[src/rtl/decode_issue_ctrl.sv]
// ---------------------------------------------------------------------------
// decode_issue_ctrl
//   Single-entry issue stage between the decoder and execute/dmem.
//   Holds one decoded instruction, tracks in-flight destinations in a
//   scoreboard, stalls on RAW/WAW hazards and drops the held instruction
//   on a flush. Fetch/decode is throttled by the in_valid/in_ready handshake.
//
// Optional feature macro: DECODE_ISSUE_STALL_CNT_EN
//   defined   : stall_cycles counts cycles spent in STALL (not flushing),
//               saturating at all-ones.
//   undefined : stall_cycles is tied to 0, no counter flops.
//
// Ports
//   clk, rst_n                  clock, async active-low reset
//   in_valid/in_ready           decoder handshake
//   in_pc/opcode/rd/rs1/rs2     incoming decoded instruction
//   out_valid/out_ready         execute/dmem handshake
//   out_pc/opcode/rd/rs1/rs2    held instruction (shown even when !out_valid)
//   wb_valid, wb_rd             writeback retires a destination register
//   flush                       redirect, kill the held instruction
//   busy                        scoreboard, bit i = write to xi pending
//   stall_cycles                hazard-stall counter
// ---------------------------------------------------------------------------
module decode_issue_ctrl #(
    parameter int XLEN = 32,
    parameter int NREG = 32
) (
    input  logic            clk,
    input  logic            rst_n,
    input  logic            in_valid,
    output logic            in_ready,
    input  logic [XLEN-1:0] in_pc,
    input  logic [6:0]      in_opcode,
    input  logic [4:0]      in_rd,
    input  logic [4:0]      in_rs1,
    input  logic [4:0]      in_rs2,
    output logic            out_valid,
    input  logic            out_ready,
    output logic [XLEN-1:0] out_pc,
    output logic [6:0]      out_opcode,
    output logic [4:0]      out_rd,
    output logic [4:0]      out_rs1,
    output logic [4:0]      out_rs2,
    input  logic            wb_valid,
    input  logic [4:0]      wb_rd,
    input  logic            flush,
    output logic [NREG-1:0] busy,
    output logic [31:0]     stall_cycles
);

    typedef enum logic [1:0] {EMPTY, STALL, READY} state_t;

    logic            r_held;
    logic [XLEN-1:0] r_pc;
    logic [6:0]      r_opcode;
    logic [4:0]      r_rd;
    logic [4:0]      r_rs1;
    logic [4:0]      r_rs2;
    logic [NREG-1:0] r_busy;

    logic            w_uses_rs1;
    logic            w_uses_rs2;
    logic            w_writes_rd;
    logic [NREG-1:0] w_wb_mask;
    logic [NREG-1:0] w_set_mask;
    logic [NREG-1:0] w_eff;
    logic [NREG-1:0] w_busy_nxt;
    logic            w_hazard;
    logic            w_issue;
    logic            w_accept;
    state_t          w_state;

    // Register usage is decoded from the held opcode only.
    always_comb begin
        w_uses_rs1  = r_opcode inside {7'h67, 7'h03, 7'h13, 7'h63, 7'h23, 7'h33};
        w_uses_rs2  = r_opcode inside {7'h63, 7'h23, 7'h33};
        w_writes_rd = (r_opcode inside {7'h37, 7'h17, 7'h6f, 7'h67,
                                        7'h03, 7'h13, 7'h33, 7'h73})
                      && (r_rd != 5'd0);
    end

    // Same-cycle writeback is removed before the hazard check so a
    // dependent instruction issues in the very cycle its source retires.
    assign w_wb_mask = (wb_valid && wb_rd != 5'd0) ? (NREG'(1) << wb_rd) : '0;
    assign w_eff     = r_busy & ~w_wb_mask;

    assign w_hazard = (w_uses_rs1 && w_eff[r_rs1]) ||
                      (w_uses_rs2 && w_eff[r_rs2]) ||
                      (w_writes_rd && w_eff[r_rd]);

    // State is re-derived every cycle: it depends on this cycle's writeback,
    // so only the "holding" bit is stored.
    always_comb begin
        w_state = EMPTY;
        if (r_held) w_state = w_hazard ? STALL : READY;
    end

    assign out_valid = (w_state == READY) && !flush;
    assign w_issue   = out_valid && out_ready;
    assign in_ready  = !flush && ((w_state == EMPTY) || w_issue);
    assign w_accept  = in_valid && in_ready;

    // Set after clear: the issuing instruction is younger than the retiring one.
    assign w_set_mask = (w_issue && w_writes_rd) ? (NREG'(1) << r_rd) : '0;
    always_comb begin
        w_busy_nxt    = w_eff | w_set_mask;
        w_busy_nxt[0] = 1'b0;
    end

    always_ff @(posedge clk or negedge rst_n) begin
        if (!rst_n) begin
            r_held   <= 1'b0;
            r_pc     <= '0;
            r_opcode <= '0;
            r_rd     <= '0;
            r_rs1    <= '0;
            r_rs2    <= '0;
            r_busy   <= '0;
        end else begin
            // Flush leaves busy alone apart from writeback: older ops are still in flight.
            r_busy <= w_busy_nxt;
            if (flush) begin
                r_held <= 1'b0;
            end else if (w_accept) begin
                r_held   <= 1'b1;
                r_pc     <= in_pc;
                r_opcode <= in_opcode;
                r_rd     <= in_rd;
                r_rs1    <= in_rs1;
                r_rs2    <= in_rs2;
            end else if (w_issue) begin
                r_held <= 1'b0;
            end
        end
    end

    assign out_pc     = r_pc;
    assign out_opcode = r_opcode;
    assign out_rd     = r_rd;
    assign out_rs1    = r_rs1;
    assign out_rs2    = r_rs2;
    assign busy       = r_busy;

`ifdef DECODE_ISSUE_STALL_CNT_EN
    logic [31:0] r_stall_cnt;
    always_ff @(posedge clk or negedge rst_n) begin
        if (!rst_n)
            r_stall_cnt <= '0;
        else if (w_state == STALL && !flush && r_stall_cnt != 32'hFFFF_FFFF)
            r_stall_cnt <= r_stall_cnt + 32'd1;
    end
    assign stall_cycles = r_stall_cnt;
`else
    assign stall_cycles = '0;
`endif

endmodule

[config.mk]
export PLATFORM = sky130hd
export DESIGN_NAME = decode_issue_ctrl
export DESIGN_NICKNAME = d
export VERILOG_FILES = /design/src/rtl/decode_issue_ctrl.sv
export SDC_FILE = /design/constraint.sdc
export NUM_CORES = 1
export LEC_CHECK = 0
export BUFFER_PORTS_ARGS = -buffer_cell sky130_fd_sc_hd__buf_2
export CAP_MARGIN = 30
export CORE_MARGIN = 2
export CORE_UTILIZATION = 51
export CTS_CLUSTER_SIZE = 28
export DETAILED_ROUTE_END_ITERATION = 12
export GPL_TIMING_DRIVEN = 0
export PLACE_DENSITY_LB_ADDON = 0.2
export SKIP_CTS_REPAIR_TIMING = 1
export SYNTH_ARGS = -nofsm -noshare
export SYNTH_HDL_FRONTEND = slang
export SYNTH_SLANG_ARGS = --single-unit
[constraint.sdc]
create_clock -name clk -period 3.3 [get_ports clk]
set_input_delay 0.33 -clock clk [delete_from_list [all_inputs] [get_ports clk]]
set_output_delay 0.33 -clock clk [all_outputs]
set_load 0.02 [all_outputs]
== Word-level counts from Yosys, hierarchy flattened ==
Cells that the tools add are included.

* Logic and storage cells: 62
* Memory bits (writable): 0
* Latch bits: 0
* Memory bits (read-only): 0
* Bits of input ports: 65
* Flip-flop bits (word level): 86
* Memories kept: 0

* Multipliers: 0
* Multiplexer cells: 13
* Reductions and logical operators: 22
* Equality and inequality tests: 11
* Bitwise logic cells: 4
* $add $sub $neg: 0
* $lt $le $gt $ge: 3
* Divide/modulo/power cells: 0
* Shifts and indexed selects: 2

{| class="wikitable"
|+ Operators by type and width
! cell !! count
|-
| 32-bit 2-to-1 mux || 2
|-
| 1-bit by 5-bit << shifter with 32-bit output (first input constant) || 2
|-
| 32-bit bitwise AND || 1
|-
| 32-bit inverter || 1
|-
| 32-bit OR || 1
|-
| 7-bit == test (second input constant) || 4
|-
| 7-bit by 6-bit == test with 1-bit output (second input constant) || 3
|-
| 5-bit by 6-bit < comparator with 1-bit output (second input constant) || 3
|-
| 1-bit binary-select mux with 5-bit select || 3
|-
| 7-bit by 5-bit == test with 1-bit output (second input constant) || 2
|-
| 1-bit logical AND || 10
|-
| 5-bit nonzero test || 2
|-
| 8-bit nonzero test || 1
|-
| 7-bit by 2-bit == test with 1-bit output (second input constant) || 1
|-
| 1-bit 2-to-1 mux || 6
|-
| 3-bit nonzero test || 2
|-
| 6-bit nonzero test || 1
|-
| 2-bit 2-to-1 mux || 2
|-
| 1-bit logical OR || 3
|-
| 2-bit == test (second input constant) || 1
|-
| 2-bit logical NOT || 1
|-
| 2-bit AND reduction || 1
|-
| 1-bit logical NOT || 1
|-
| 1-bit inverter || 1
|}

== Logic depth before layout (Yosys ltp) ==
* Depth in word-level cells: 20
* Depth in mapped cells: 11
* Mapped depth without buffers: 8

== Worst setup path before layout ==
OpenSTA, ideal clock, no wires.

* Kind: input to output
* Start point: input port wb_rd[4]
* End point: output port out_valid
* Slack: 0.023 ns
* Data arrival time: 2.947 ns
* Cell stages on the path: 11
* Path buffers: 3
* Required time: 2.970 ns
* Path through: clkbuf_1 or2_1 clkbuf_1 o21a_1 mux4_2 o211ai_1 a21boi_0 and4b_1 nand3_1 buf_2 nor3b_1

* Word-level cells in the longest chain between the ends: 14

{| class="wikitable"
|+ RTL lines
! item !! RTL line !! text
|-
| start, declared || 45 || <nowiki>input logic [4:0] wb_rd,</nowiki>
|-
| 5-bit nonzero test || 84 || <nowiki>assign w_wb_mask = (wb_valid && wb_rd != 5'd0) ? (NREG'(1) << wb_rd) : '0;</nowiki>
|-
| 1-bit logical AND || 84 ||
|-
| 32-bit 2-to-1 mux * || 84 ||
|-
| 32-bit inverter * || 85 || <nowiki>assign w_eff = r_busy & ~w_wb_mask;</nowiki>
|-
| 32-bit bitwise AND * || 85 ||
|-
| 1-bit binary-select mux with 5-bit select (on tied branches) || 87, 88 ||
|-
| 1-bit 2-to-1 mux (on tied branches) || 87, 88 ||
|-
| 1-bit logical AND (on tied branches) || 87, 88 ||
|-
| 1-bit logical OR || 87 || <nowiki>assign w_hazard = (w_uses_rs1 && w_eff[r_rs1]) ||</nowiki>
|-
| 1-bit logical OR * || 88 || <nowiki>(w_uses_rs2 && w_eff[r_rs2]) ||</nowiki>
|-
| 2-bit 2-to-1 mux * (2 in a row) || 95 || <nowiki>if (r_held) w_state = w_hazard ? STALL : READY;</nowiki>
|-
| 2-bit == test * || 98 || <nowiki>assign out_valid = (w_state == READY) && !flush;</nowiki>
|-
| 1-bit logical AND * || 98 ||
|-
| end, declared || 37 || <nowiki>output logic out_valid,</nowiki>
|}

Every way passes the cells marked *; elsewhere a longest branch is shown, timed or not. The select of a mux whose other input is x is not followed.

== Worst setup path after layout ==
* Start point: register r_rd[0], in the netlist out_rd[0]
* End point: output port out_valid

* Word-level cells in the longest chain between the ends: 8

{| class="wikitable"
|+ RTL lines
! item !! RTL line !! text
|-
| start, declared || 56 || <nowiki>logic [4:0] r_rd;</nowiki>
|-
| start signal, assigned || 128 || <nowiki>r_rd <= in_rd;</nowiki>
|-
| 1-bit binary-select mux with 5-bit select or 5-bit nonzero test (tied branches) || 89, 79 ||
|-
| 1-bit 2-to-1 mux (implied by the code) or 1-bit logical AND (tied branches) || 89, 79 ||
|-
| 1-bit logical AND * || 89 || <nowiki>(w_writes_rd && w_eff[r_rd]);</nowiki>
|-
| 1-bit logical OR * || 88 ||
|-
| 2-bit 2-to-1 mux * (2 in a row) || 95 ||
|-
| 2-bit == test * || 98 ||
|-
| 1-bit logical AND * || 98 ||
|}

Marks and branches as above.

==> results.txt <==
post-synthesis mux area share = 18.3%
Max Slew Vio Count = 0
gp weighted congestion = 0.993
register area share after synthesis = 41.7%
clock-pin slew on the worst setup and hold paths = 0.10 ns
I/O Pins = 185
Switching Power = 1.30 mW
Finish-stage setup viols = 1
Mapped Avg Cell Area = 10.6 um2
Synth Area in Adders = 0%
Final Non-Filler Cells = 828
Post-synth EDFFs = 0
DRC = 0
Synth-to-Final Area Change = 28.5%
vias in the first global route = 4897
first-pass GRT wire length = 27400 um
share of cells above drive strength 1 = 38.2%
CP arrival = 3.03 ns
Worst Path Class, Setup = reg2out
Post-DRT Antenna Nets = 0
Req. time, crit path = 2.97 ns
Root Buffer = clkbuf_8
total negative slack = -0.0577 ns
skew final = 0.0165 ns
Synth top area share = 41.7%
clock network power share = 22.4%
Final Critical Period = 3.36 ns
Period Utilization, post-route = 102%
CORE AREA = 9820 um2
post-layout net count = 754
initial antenna violation count = 0
most common flop cell mapped by yosys = dfrtp_1
largest net degree at the start of global routing = 62
vias post-DR = 4977
sequential power share = 41.4%
Synth Register Bits = 86
Peak supply drop = 0.390 mV
crit path cell chain = buf_6 -> mux4_2 -> o41ai_4 -> o221ai_2 -> o211a_1 -> a21boi_1 -> and4b_2 -> nand3_4 -> buf_6 -> nor3b_2 -> buf_4
pre-CTS setup slack = -0.607 ns
I/O Buffers = 150
Cell Area, Synth = 5160 um2
worst hold path type = in2reg
num rows = 36
Synth cell types = 64
Clock Sinks = 86
synthesized netlist cell count = 488
static leakage = 3.09 nW
crit end category = primary output
largest stage delay on the critical path = 0.54 ns
initial DRC count = 454
wire length per cell = 21.5 um
power density cells = 489 nW/um2
CTS tree = done
list of most frequent post-synthesis cells = dfrtp_1, mux2_1, buf_4
placed wire-length estimate = 13600 um
DR vias/cell = 6.01
cell with the most instances after synthesis = dfrtp_1
failing checks = negative setup slack
largest fanout on the critical path = 10
leading area contributor after synthesis = dfrtp_1
later-pin clock latency in the skew report = 0.37 ns
CP dominant cell by count = buf_6
TritonCTS buffer count = 9
starting density of the core = 52.6%
placed cell count = 805
pin slew with the least headroom to its limit = 0.835 ns
Max Cap Viol = 0
unrepaired setup endpoints after global routing = yes
final hold vios = 0
Switching Share = 40.2%
Synth area leaders = dfrtp_1, mux2_1, buf_4
final wirelength = 17800 um
Die Y = 105 um
Die Wd = 105 um
CP max-delay cell = mux4_2
Combinational Power Share = 36.1%
main combinational cell family by area after synthesis = multiplexers
Synth Area in XOR/XNOR = 0.339%
final worst slack = -0.0577 ns
Tot GR Track Use = 32.5%
Max transition margin = 44.2%
utilization after layout = 67.5%
htree depth = 3
Die Area = 10900 um2
simple logic cell fraction of the synthesized area = 13.1%
clk buf depth = 2
GRT overflow = 0
CP Launch Type = register
status = finished with violations
internal power = 1.94 mW
# fillers = 794
R2R setup slack = 0.15 ns
post-synthesis compound-gate area fraction = 18.0%
fmax = 298 MHz
iteration count of the initial detailed-routing pass = 5
yosys warns = 0
Post-synth ARST share = 100%
[layout make-up]
class                           count  area (um2)  area share (%)
Tap cell                          133         166            2.51
Buffer                             61         405            6.11
Timing Repair Buffer              160         876            13.2
Inverter                           13        56.3           0.849
Multi-Input combinational cell    358        2780            42.0
Clock buffer                       10         138            2.08
Clock inverter                      6        50.0           0.755
Antenna cell                        1        2.50          0.0377
Sequential cell                    86        2150            32.5
[sequential cells by signal, indices dropped and copies added, names as in the netlist]
name / count
out_pc: 32
r_held: 1
out_rd: 5
out_opcode: 7
busy: 31
out_rs1: 5
out_rs2: 5
[critical path: cells and delay by family, from the launching register on]
| family | cells | cell delay [ns] |
|---|---|---|
| AOI/OAI and AO/OA | 4 | 0.70 |
| muxes | 1 | 0.54 |
| and+or+nand+nor | 3 | 0.53 |
| DFF | 1 | 0.47 |
| buffers and inverters | 3 | 0.43 |
[cells by family (layout without fill, tap and decap cells)]
| group | count (synthesis) | after routing |
|---|---|---|
| mux | 79 | 79 |
| xor+xnor | 2 | 2 |
| other cells | 1 | 34 |
| compound gates | 128 | 128 |
| simple gates | 116 | 116 |
| flops | 86 | 86 |
| buf+inv | 76 | 250 |
[power by group through the flow]
| stage | Clock [mW] | Sequential (mW) | Combinational, mW |
|---|---|---|---|
| 3_3_place_gp | 0 | 1.33 | 1.09 |
| 5_1_grt | 0.779 | 1.37 | 1.25 |
| 2_1_floorplan | 0 | 1.50 | 0.538 |
| 3_5_place_dp | 0 | 1.34 | 1.11 |
| 4_1_cts | 0.739 | 1.32 | 1.12 |
| 6_report | 0.727 | 1.34 | 1.17 |
[metrics by stage]
stage / hold WS, ns / cell area (um2) / power (mW)
after floorplan: 0.0344 / 5280 / 2.04
after global placement: 0.462 / 6200 / 2.42
after detailed placement: 0.273 / 6240 / 2.46
after CTS: -0.130 / 6420 / 3.18
after global routing: 0.167 / 6630 / 3.39
final: 0.163 / 6630 / 3.24
[cell usage in the layout, fill, tap and decap left out, types with 4 or more instances in the layout]
| cell | count |
|---|---|
| nor2b_1 | 8 |
| conb_1 | 33 |
| clkbuf_8 | 10 |
| nand4b_1 | 5 |
| nor3_1 | 4 |
| buf_4 | 47 |
| mux4_2 | 6 |
| nor2_1 | 13 |
| nand3_1 | 13 |
| o31ai_1 | 9 |
| dfrtp_1 | 84 |
| nand2_1 | 26 |
| a21boi_1 | 4 |
| mux2_1 | 50 |
| a211o_1 | 4 |
| mux2_2 | 11 |
| nand2b_1 | 7 |
| o21ai_0 | 17 |
| buf_2 | 153 |
| mux2i_1 | 12 |
| clkinvlp_4 | 4 |
| o41ai_1 | 20 |
| o211ai_1 | 15 |
| inv_1 | 11 |
| buf_6 | 4 |
| o21ai_1 | 14 |
| nand4_1 | 5 |
| clkbuf_1 | 9 |
| o21a_1 | 4 |
| a21oi_1 | 5 |
[worst paths after layout]
| kind | from | to | cells after the start |
|---|---|---|---|
| worst min-delay path | in_rs1[3] | out_rs1[3]$_DFFE_PN0P_ | 2 |
| min in group asynchronous | rst_n | busy[31]$_DFF_PN0_ | 2 |
| max in group asynchronous | rst_n | out_rd[0]$_DFFE_PN0P_ | 3 |
| worst max register to register | out_rd[0]$_DFFE_PN0P_ | busy[7]$_DFF_PN0_ | 11 |
| worst max-delay path | out_rd[0]$_DFFE_PN0P_ | out_valid | 11 |
| worst min register to register | out_pc[19]$_DFFE_PN0P_ | out_pc[19]$_DFFE_PN0P_ | 1 |
[per-layer routing]
metal | wire length (um) | vias up | GRT usage [%]
li1 | - | 2198 | -
met1 | 6760 | 2372 | 39.8
met4 | 854 | 0 | 16.8
met3 | 1830 | 69 | 8.42
met5 | 0 | - | 0
met2 | 8340 | 338 | 53.2
No activity file was read; power rests on OpenSTA's default activity.
